<file path="config.mk">
export PLATFORM = sky130hd
export DESIGN_NAME = pc_fetch_unit
export DESIGN_NICKNAME = d
export VERILOG_FILES = /design/src/rtl/pc_fetch_unit.sv
export SDC_FILE = /design/constraint.sdc
export NUM_CORES = 1
export LEC_CHECK = 0
export CELL_PAD_IN_SITES_DETAIL_PLACEMENT = 1
export CELL_PAD_IN_SITES_GLOBAL_PLACEMENT = 1
export CORE_MARGIN = 8
export CORE_UTILIZATION = 28
export DETAILED_ROUTE_END_ITERATION = 10
export GPL_ROUTABILITY_DRIVEN = 0
export PLACE_DENSITY_LB_ADDON = 0.05
export SYNTH_ARGS = -nofsm -noshare
export SYNTH_HDL_FRONTEND = slang
export SYNTH_SLANG_ARGS = --single-unit
</file>
<file path="constraint.sdc">
create_clock -name CLK -period 4.8 [get_ports CLK]
set_input_delay 0.96 -clock CLK [delete_from_list [all_inputs] [get_ports CLK]]
set_output_delay 0.96 -clock CLK [all_outputs]
set_load 0.01 [all_outputs]
</file>
<file path="src/rtl/pc_fetch_unit.sv">
// Fetch-stage PC register with a PC+INCREMENT adder; a new PC appears one cycle after the enabling edge.
// Stall (PC_En=0) holds the PC; a branch redirect or a reset still loads during a stall.
module pc_adder #(
  parameter int XLEN = 32
) (
  input  logic [XLEN-1:0] A,
  input  logic [XLEN-1:0] B,
  output logic [XLEN-1:0] OUT
);
  // Modulo 2^XLEN; carry-out intentionally dropped so the top address wraps to zero.
  assign OUT = A + B;
endmodule

module pc_fetch_unit #(
  parameter int              XLEN         = 32,
  parameter logic [XLEN-1:0] RESET_VECTOR = '0,
  parameter int              INCREMENT    = 4
) (
  input  logic            CLK,
  input  logic            RST,
  input  logic            PC_En,
  input  logic            Branch_Taken,
  input  logic [XLEN-1:0] Branch_Target,
  output logic [XLEN-1:0] PC_Out,
  output logic [XLEN-1:0] PC_Plus4,
  output logic [XLEN-1:0] PC_Next
);
  logic [XLEN-1:0] r_pc;
  logic [XLEN-1:0] w_pc_plus;
  logic [XLEN-1:0] w_pc_next;
  logic [XLEN-1:0] w_incr;
  logic [XLEN-1:0] w_branch_aligned;

  assign w_incr           = XLEN'(INCREMENT);
  assign w_branch_aligned = {Branch_Target[XLEN-1:2], 2'b00};

  pc_adder #(.XLEN(XLEN)) u_adder (
    .A   (r_pc),
    .B   (w_incr),
    .OUT (w_pc_plus)
  );

  // Branch outranks stall so a resolved redirect is never dropped.
  always_comb begin
    w_pc_next = r_pc;
    if (!RST)
      w_pc_next = RESET_VECTOR;
    else if (Branch_Taken)
      w_pc_next = w_branch_aligned;
    else if (PC_En)
      w_pc_next = w_pc_plus;
  end

  always_ff @(posedge CLK) begin
    r_pc <= w_pc_next;
  end

  assign PC_Out   = r_pc;
  assign PC_Plus4 = w_pc_plus;
  assign PC_Next  = w_pc_next;
endmodule

</file>
======== Word level (Yosys, flattened, before mapping) ========
Index checks and enable logic that the tools add are counted.
word-level totals
  register bits ........................... 32
  bits in latches ......................... 0
  RAM bits ................................ 0
  bits in read-only memories .............. 0
  output and inout port bits .............. 96
  word-level logic and storage cells ...... 5
  memories ................................ 0
operators by class
  add/subtract/negate cells ............... 1
  multiply operators ...................... 0
  divide/modulo/power cells ............... 0
  magnitude comparators ................... 0
  equal/unequal tests ..................... 0
  shift operators ......................... 0
  muxes and demuxes ....................... 3
  bitwise gates (word level) .............. 0
  reductions and logical operators ........ 0
operator list
  kind                     number
  $mux W32                 3
  $add A32 B3 Y32 const B  1

======== Logic depth before layout (Yosys ltp) ========
Gate-level depths: netlist of the first run.
  depth after elaboration ................. 4
  depth in mapped cells ................... 6
  depth with buffers taken out ............ 5

======== Modules after synthesis ========
From an unflattened synthesis of the first run, not the netlist that was laid out.
unflattened totals
  cell total of the unflattened synthesis .. 363
  area total of the unflattened synthesis .. 3335.7 µm²
by module, submodules not included
  module         instances  cells each  area each (µm²)  sequential area each (µm²)
  pc_fetch_unit  1          142         1734.2           640.6
  pc_adder       1          221         1601.5           0.0

======== Worst setup path before layout of the first run ========
Ideal clock, no wire load.
  path kind ............................... in2out
  start point ............................. input port PC_En
  end point ............................... output port PC_Next[16]
  arrival ................................. 2.236 ns
  required time ........................... 3.840 ns
  setup slack ............................. 1.604 ns
  cell stages on the path ................. 4
  path through ............................ inv_1 > or4_1 > or3_1 > a31oi_1
between the ends
  longest elaborated chain between the ends .. 3
RTL lines
  item         RTL line  text
  from (decl)  21        input logic PC_En,
  $mux W32     50        else if (PC_En)
  $mux W32     48        else if (Branch_Taken)
  $mux W32     46        if (!RST)
  to (decl)    26        output logic [XLEN-1:0] PC_Next
Every way passes these cells.

======== Final worst setup path of the first run ========
  start point ............................. input port PC_En
  end point ............................... output port PC_Next[21]
Same word-level chain as after synthesis.

==> results of run 1 <==
## logic make-up (layout without fill, tap and decap cells)
| family | Yosys count | in the layout | synth area share (%) |
|---|---|---|---|
| mux | 3 | 3 | 1.29 |
| buf+inv | 38 | 155 | 8.47 |
| simple gates | 124 | 124 | 30.8 |
| xor+xnor | 38 | 38 | 14.3 |
| fa+ha+maj | 1 | 1 | 0.536 |
| flops | 32 | 32 | 27.5 |
| compound gates | 67 | 67 | 17.2 |
## worst max-delay path by stage
stage,start,to,cells after the start
after floorplan,PC_En,PC_Next[16],4
after global placement,PC_En,PC_Next[21],6
after detailed placement,PC_En,PC_Next[21],6
after CTS,PC_En,PC_Next[21],6
after global routing,PC_En,PC_Next[21],6
final,PC_En,PC_Next[21],6
## layer usage
metal | global-route usage (%) | share of wire (%) | up-vias
li1 | - | - | 1350
met1 | 19.3 | 43 | 1336
met2 | 29.2 | 48 | 82
met3 | 6.59 | 8.0 | 9
met4 | 4.22 | 1.4 | 0
met5 | 0 | 0 | -
## cell type report
type | count | area (sq um)
clock buffer | 8 | 90.1
fill | 1000 | 4380
inverter | 9 | 33.8
multi-input combinational | 233 | 1500
sequential | 32 | 641
tap | 105 | 131
timing repair buffer | 138 | 1360
## placed cells by master, fill, tap and decap left out, types with 11 or more instances in the layout
| cell type | instances |
|---|---|
| nand3_1 | 14 |
| clkdlybuf4s50_1 | 129 |
| nand4_1 | 19 |
| dfxtp_1 | 32 |
| nand2_1 | 17 |
| xnor2_1 | 28 |
| o21ai_0 | 30 |
| nor2_1 | 16 |
| nor3_1 | 14 |
| a31oi_1 | 11 |
## power by group
part           internal, mW  leakage, nW  switching [mW]
clock network         0.117       0.0455           0.111
logic                 0.140        0.914          0.0975
registers             0.283        0.265          0.0397
total                 0.540         1.22           0.248
## metrics by stage
stage | area, sq um | hold WS [ps]
floorplan | 2330 | 620
global placement | 3660 | 523
detailed placement | 3660 | 537
global route | 3750 | 577
finish | 3750 | 545
CTS | 3750 | 552
==> impl_results.md, run 1 <==
- Status: complete, no violations
- Dpl hpwl: 7.73 mm
- Depth of the most critical reg-to-reg path: 5
- Layout cells sized above 1: around 5.2%
- Most frequent cell after synthesis: dfxtp_1
- Clk_lat worst skew: slightly below 300 ps
- Syn Nets: 340
- DRC viols: 0
- Final setup viols: 0
- FMAX: approximately 0.23 GHz
- Worst Path Buf+Inv: 3
- Cell Pwr Density: about 210 nW/um^2
- Worst vdd ir: ~0.099 mV
- WP data arrival: between 3000 and 4000 ps
- H-Tree Depth: 2
- Final core area utilization: about 46%
- DR vias/cell: between 5 and 6
- Most frequent cells after synthesis: dfxtp_1 (32), o21ai_0 (30), xnor2_1 (28)
- Max FO, Critical Path: 13
- Post-synth top area share: 27.5%
- Min-delay src: PC_Out[0]$_DFF_P_
- Synth Instances: 303
- Slew headroom: 56.6%
- Initial antenna violation count: 0
- Worst Setup Slack, final: about 430 ps
- Post-synth top area cell: dfxtp_1
- Cell Area, Synth: approximately 2300 sq um
- Yosys cell types: 42
- Clk root buf: clkbuf_8
- DR WL/cell: between 15 and 20 um
- Clk sinks: 32
- Crit-path slowest cell: clkdlybuf4s50_1
- Final Critical Period: between 4000 and 5000 ps
- Port bufs: 129
- Static Leak: 1.22 nW
- Avg Inst Size Synth: roughly 7.7 sq um
- Antenna diodes: 0
- Setup Buffers After CTS: 0
- Largest net degree at the start of global routing: 31
- Crit-path cells: clkdlybuf4s50_1 > buf_4 > nand3_1 > or4_1 > a31oi_1 > clkdlybuf4s50_1
- Top Family by Delay on Critical Path: buffers and inverters
- Dpl cells: just over 500
- Final Hold Viols: 0
- Die span in x: 107 um
- Crit path launch type: input pin
- Fin crit share: 91.0%
- CTS tree: done
- DRT Pass-1 Iters: 4
- Die area: between 10,000 and 15,000 sq um
- Max reg flops: 32
- Largest stage delay on the critical path: between 500 and 600 ps
- Layout area overhead: 60.7%
- Remaining global-route overflow: 0
- Post-synth ARST share: 0%
- R2R Path End: PC_Out[26]$_DFF_P_
- Total CTS buffers: 5
- Worst Setup Path Type: input pin to primary output
- Most frequent CP cell: clkdlybuf4s50_1
- Hold path endpoint: PC_Out[0]$_DFF_P_
- Synth warnings: 0
- Synth area leaders: dfxtp_1 (27%), xnor2_1 (11%), o21ai_0 (6.4%)
- Site row count: 33
- Number of global-route vias before repair: between 2,000 and 3,000
- Via Count: roughly 2,800
- Total of max-cap violations: 0
- Pins Over Slew Limit: 0
- Drt first-iter violations: 42
- FF-to-FF setup slack: approximately 2400 ps
- RSZ-0062 raised after global routing: false
- # nets final: 456
- Clk_skew: roughly 9.3 ps
- Worst-path clk slew: 70 ps
- Total Wirelength: a little under 10 mm
- First-pass GRT wire length: between 15 and 20 mm
- Post-synth EDFFs: 0
- GRT Total Usage: between 10% and 20%
- Data required, critical path: about 3800 ps
- Reg2reg start: PC_Out[2]$_DFF_P_
- DRT antenna net count: 0
- Die Span Y: 107 um
- Post-synthesis register bit count: 32
- Hold path depth: 1
- Post-Layout Cell Count: 525
- Hold_buf cts: 0
- Crit end category: primary output
- Core Area: around 8100 sq um
- Final setup TNS: 0 ps
- Least-Margin Pin Slew: 645 ps
- Starting Density: between 20 and 30%
- Sequential share of the synthesized area: a little over a quarter
- PnR Total Power: 0.788 mW
- Top Ports: 132
- CTS Buffer Depth: 2
- Post-synth top flop: dfxtp_1
- HP Class: flip-flop to flip-flop
- Resize count post-CTS: 0
- Dpl ws: 477 ps
No activity file was read; power rests on OpenSTA's default activity.
==> run 2, diff against run 1 <==
--- a/config.mk
+++ b/config.mk
@@ -8,7 +8,8 @@
 export CELL_PAD_IN_SITES_DETAIL_PLACEMENT = 1
 export CELL_PAD_IN_SITES_GLOBAL_PLACEMENT = 1
 export CORE_MARGIN = 8
-export CORE_UTILIZATION = 28
+export CORE_UTILIZATION = 29
+export CTS_BUF_LIST = sky130_fd_sc_hd__clkbuf_2
 export DETAILED_ROUTE_END_ITERATION = 10
 export GPL_ROUTABILITY_DRIVEN = 0
 export PLACE_DENSITY_LB_ADDON = 0.05
==> constraint.sdc (replaced) <==
create_clock -name CLK -period 4.8 [get_ports CLK]
set_input_delay 0.96 -clock CLK [delete_from_list [all_inputs] [get_ports CLK]]
set_output_delay 0.96 -clock CLK [all_outputs]
set_load 0.05 [all_outputs]
==> run 2 against run 1 <==
  * Worst hold slack better by 60 ps
  * Flip-flop and latch count stayed put
  * Final area is 6.1% higher
  * Fmax is 2.4% higher
  * Die area is 2.9% lower
  * Count of clock-buffer cells in the layout is 1 lower
  * Sequential power hardly changed
  * Core utilization is 5.1 points higher
  * Critical path type is now flip-flop to primary output
==> impl_results.md, run 2 (same netlist as run 1, synthesis figures left out) <==
- Status: complete, no violations
- Starting Density: 30.0%
- Dpl ws: 688 ps
- Remaining global-route overflow: 0
- Clk sinks: 32
- DR WL/cell: ~19 um
- Worst Setup Slack, final: roughly 530 ps
- RSZ-0062 raised after global routing: false
- Die Span Y: 106 um
- Final setup viols: 0
- DR vias/cell: 5.33
- Number of global-route vias before repair: ~3,000
- Via Count: 2,768
- Static Leak: ~1.4 nW
- Least-Margin Pin Slew: about 600 ps
- Layout fillers: between 900 and 1,000
- Min-delay src: PC_Out[1]$_DFF_P_
- Top Ports: approximately 130
- Top Family by Delay on Critical Path: simple AND/OR/NAND/NOR gates
- FF-to-FF setup slack: 2250 ps
- Final core area utilization: about half
- Clk root buf: clkbuf_2
- First-pass GRT wire length: approximately 16 mm
- Worst-path clk slew: approximately 170 ps
- Pins Over Slew Limit: 0
- Crit path launch type: flip-flop
- Die span in x: roughly 110 um
- Worst Setup Path Type: flip-flop to primary output
- Crit-path slowest cell: clkdlybuf4s50_1
- Design Area, Final: about 4000 sq um
- Slew headroom: between 60% and 70%
- Layout area overhead: 70.6%
- PnR Total Power: between 0.8 and 0.9 mW
- Depth of the most critical reg-to-reg path: 5
- Placed Area: 3940 sq um
- Total CTS buffers: 5
- FMAX: ~0.23 GHz
- WP data arrival: roughly 3300 ps
- Setup Buffers After CTS: 0
- Site row count: 32
- Worst Path Buf+Inv: 1
- Port bufs: around 130
- Resize count post-CTS: 0
- DRC viols: 0
- Max FO, Critical Path: 12
- # nets final: roughly 450
- Dpl hpwl: 7.90 mm
- Crit-path cells: ha_1 > nand4_1 > or4_4 > nor4_1 > xor2_1 > clkdlybuf4s50_1
- Commonest non-fill, non-tap cell in the layout: clkdlybuf4s50_1
- Layout cells sized above 1: 12.5%
- Largest stage delay on the critical path: slightly above 800 ps
- Fin crit share: roughly nine tenths
- Cell Pwr Density: about 230 nW/um^2
- R2R Path End: PC_Out[26]$_DFF_P_
- Data required, critical path: 3840 ps
- Antenna diodes: 0
- Drt first-iter violations: approximately 110
- Total of max-cap violations: 0
- Crit end category: primary output
- Clk_lat worst skew: between 300 and 400 ps
- CTS tree: done
- Initial antenna violation count: 0
- Max reg flops: 32
- Highest-count cells in the layout ignoring fill and taps: clkdlybuf4s50_1 (97), dfxtp_1 (32), buf_12 (31)
- H-Tree Depth: 2
- Total Wirelength: approximately 9.8 mm
- Final Critical Period: ~4300 ps
- Largest net degree at the start of global routing: 35
- Hold path depth: 1
- Final setup TNS: 0 ps
- Hold path endpoint: PC_Out[1]$_DFF_P_
- DRT Pass-1 Iters: 4
- Reg2reg start: PC_Out[2]$_DFF_P_
- Worst vdd ir: between 0.1 and 0.15 mV
- GRT Total Usage: approximately 18%
- Final Hold Viols: 0
- CTS Buffer Depth: 2
- Hold_buf cts: 0
- Core Area: 7770 sq um
- HP Class: flip-flop to flip-flop
- Die area: about 11,000 sq um
- Clk_skew: ~9.9 ps
- DRT antenna net count: 0
run 2: per-stage QoR:
step | hold WS, ps | instances
after CTS | 608 | 519
after floorplan | 1050 | 303
after detailed placement | 587 | 511
after global placement | 576 | 511
after global routing | 635 | 519
final | 605 | 519
run 2: final cells by class:
type	instances	area (sq um)	area share, %
clock buffers	7	35.0	0.880
clock inverters	1	3.75	0.0943
inverters	9	33.8	0.849
multi-input cells	233	1500	37.6
flip-flops and latches	32	641	16.1
well taps	102	128	3.21
repair buffers	135	1640	41.3
run 2: where the power goes:
part	total (mW)	switching (mW)	internal (mW)
Combinational	0.437	0.266	0.171
Sequential	0.324	0.0401	0.283
Clock	0.139	0.0999	0.0391
run 2: worst max path at each step:
| stage | startpoint | to | slack, ps | cells after the start |
|---|---|---|---|---|
| after global routing | PC_Out[2]$_DFF_P_ | PC_Plus4[30] | 320 | 6 |
| after floorplan | PC_Out[2]$_DFF_P_ | PC_Next[30] | 520 | 5 |
| after detailed placement | PC_En | PC_Next[16] | 690 | 6 |
| final | PC_Out[2]$_DFF_P_ | PC_Plus4[30] | 530 | 6 |
| after global placement | PC_En | PC_Next[16] | 760 | 6 |
| after CTS | PC_Out[2]$_DFF_P_ | PC_Plus4[30] | 460 | 6 |
run 2: layer usage:
layer / vias up / global-route usage (%) / share of wire (%)
li1: 1345 / - / -
met5: - / 0 / 0
met1: 1329 / 20.5 / 44
met4: 0 / 3.72 / 0.80
met2: 88 / 29.3 / 47
met3: 6 / 7.25 / 8.2
==> run 3, diff against run 2 <==
--- a/config.mk
+++ b/config.mk
@@ -11,7 +11,6 @@
 export CORE_UTILIZATION = 29
 export CTS_BUF_LIST = sky130_fd_sc_hd__clkbuf_2
 export DETAILED_ROUTE_END_ITERATION = 10
-export GPL_ROUTABILITY_DRIVEN = 0
 export PLACE_DENSITY_LB_ADDON = 0.05
 export SYNTH_ARGS = -nofsm -noshare
 export SYNTH_HDL_FRONTEND = slang
==> constraint.sdc (replaced) <==
create_clock -name CLK -period 5.1 [get_ports CLK]
set_input_delay 1.02 -clock CLK [delete_from_list [all_inputs] [get_ports CLK]]
set_output_delay 1.02 -clock CLK [all_outputs]
set_load 0.05 [all_outputs]
==> run 3 against run 2 <==
  * Register-to-register slack better by 270 ps
  * Critical path depth up 1
  * Routed wire length down 0.65%
  * Final cell count down 0.19%
  * Clock skew down 6.4 ps
  * Non-clock buffer count down 1
  * Sequential share of layout area up 0.061 points
  * First-iteration DRC count down 36%
  * Worst hold slack worse by 4.5 ps
  * Count of clock-buffer cells in the layout unchanged
  * Sequential power down 6.2%
  * Via count down 0.61%
  * Critical path type is now input pin to primary output
==> impl_results.md, run 3 (same netlist as run 1, synthesis figures left out) <==
- Die span in x: ~110 um
- Fin crit share: around 87%
- Clk root buf: clkbuf_2
- Hold_buf cts: 0
- GPL Wtd Cong: ~0.8
- RSZ-0062 raised after global routing: false
- DRT antenna net count: 0
- FMAX: 0.225 GHz
- Total CTS buffers: 5
- DRT Pass-1 Iters: 4
- Site row count: 32
- Die Span Y: 106 um
- Cell Pwr Density: ~210 nW/um^2
- Data required, critical path: between 4000 and 5000 ps
- DRC viols: 0
- Crit path launch type: input pin
- DR WL/cell: 18.9 um
- Worst Setup Path Type: input pin to primary output
- # nets final: roughly 450
- Drt first-iter violations: between 60 and 70
- Top Family by Delay on Critical Path: buffers and inverters
- Top Ports: approximately 130
- Crit end category: primary output
- Total of max-cap violations: 0
- Commonest non-fill, non-tap cell in the layout: clkdlybuf4s50_1
- CTS Buffer Depth: 2
- Static Leak: around 1.3 nW
- Number of global-route vias before repair: ~3,000
- Total Wirelength: 9.77 mm
- DR vias/cell: 5.31
- Least-Margin Pin Slew: roughly 770 ps
- First-pass GRT wire length: 15.6 mm
- Slew headroom: just under 50%
- Clk_lat worst skew: about 370 ps
- Layout area overhead: 69.9%
- Layout cells sized above 1: approximately an eighth
- Antenna diodes: 0
- GRT Total Usage: between 10% and 20%
- Max FO, Critical Path: 14
- Worst-path clk slew: around 180 ps
- Resize count post-CTS: 0
- Post-Layout Cell Count: approximately 520
- Setup Buffers After CTS: 0
- Pins Over Slew Limit: 0
- Initial antenna violation count: 0
- Layout fillers: between 900 and 1,000
- Core Area: 7770 sq um
- WP data arrival: ~3400 ps
- Die area: about 11,000 sq um
- Crit-path slowest cell: or4_1
- Worst Path Buf+Inv: 4
- Final setup TNS: 0 ps
- Status: complete, no violations
- Max reg flops: 32
- Largest stage delay on the critical path: 650 ps
- Remaining global-route overflow: 0
- Dpl hpwl: ~7.6 mm
- Starting Density: ~30%
- Final setup viols: 0
- Final Critical Period: about 4400 ps
- HP Class: flip-flop to flip-flop
- Clk_skew: approximately 3.5 ps
- Crit-path cells: clkdlybuf4s50_1 > buf_4 > inv_1 > or4_1 > or3_1 > a31oi_1 > buf_12
- FF-to-FF setup slack: around 2500 ps
- Port bufs: roughly 130
- CTS tree: done
- Final Hold Viols: 0
- H-Tree Depth: 2
- Highest-count cells in the layout ignoring fill and taps: clkdlybuf4s50_1 (99), dfxtp_1 (32), o21ai_0 (30), buf_12 (30), xnor2_1 (28)
- Clk sinks: 32
- Dpl cells: 510
- Largest net degree at the start of global routing: 52
- PnR Total Power: approximately 0.84 mW
- Via Count: 2,751
- Worst vdd ir: between 0.15 and 0.2 mV
[run 3: where the power goes]
part	internal [mW]	leakage, nW	switching (mW)
Sequential	0.267	0.265	0.0371
Combinational	0.160	1.05	0.250
Clock	0.0368	0.0306	0.0925
Total	0.464	1.34	0.380
[run 3: routing by layer]
| metal | vias to the layer above | track usage [%] | wire length (um) |
|---|---|---|---|
| met4 | 0 | 3.42 | 47 |
| li1 | 1344 | - | - |
| met2 | 85 | 28.5 | 4640 |
| met5 | - | 0 | 0 |
| met3 | 4 | 6.39 | 730 |
| met1 | 1318 | 20.2 | 4360 |
[run 3: layout make-up]
cell class                      count  area, sq um  share of cell area, %
Clock buffer                        7         35.0                  0.884
Clock inverter                      1         3.75                 0.0947
Inverter                            9         33.8                  0.852
Multi-Input combinational cell    233         1500                   37.7
Sequential cell                    32          641                   16.2
Tap cell                          102          128                   3.22
Timing Repair Buffer              134         1630                   41.1
[run 3: path summary, 6_finish.rpt]
path | from | end | cells past startpoint
setup / recovery | PC_En | PC_Next[16] | 7
hold / removal | PC_Out[1]$_DFF_P_ | PC_Out[1]$_DFF_P_ | 1
setup reg to reg | PC_Out[2]$_DFF_P_ | PC_Out[26]$_DFF_P_ | 5
hold reg to reg | PC_Out[1]$_DFF_P_ | PC_Out[1]$_DFF_P_ | 1
[run 3: through the flow]
| stage | setup slack (ps) | hold WS (ps) | utilization (%) | area [sq um] |
|---|---|---|---|---|
| 2_1_floorplan | 756 | 1050 | - | 2330 |
| 3_3_place_gp | 700 | 574 | 50.5 | 3930 |
| 3_5_place_dp | 666 | 587 | 50.5 | 3930 |
| 4_1_cts | 666 | 609 | 51.0 | 3970 |
| 5_1_grt | 556 | 634 | 51.0 | 3970 |
| 6_report | 655 | 600 | 51.0 | 3970 |
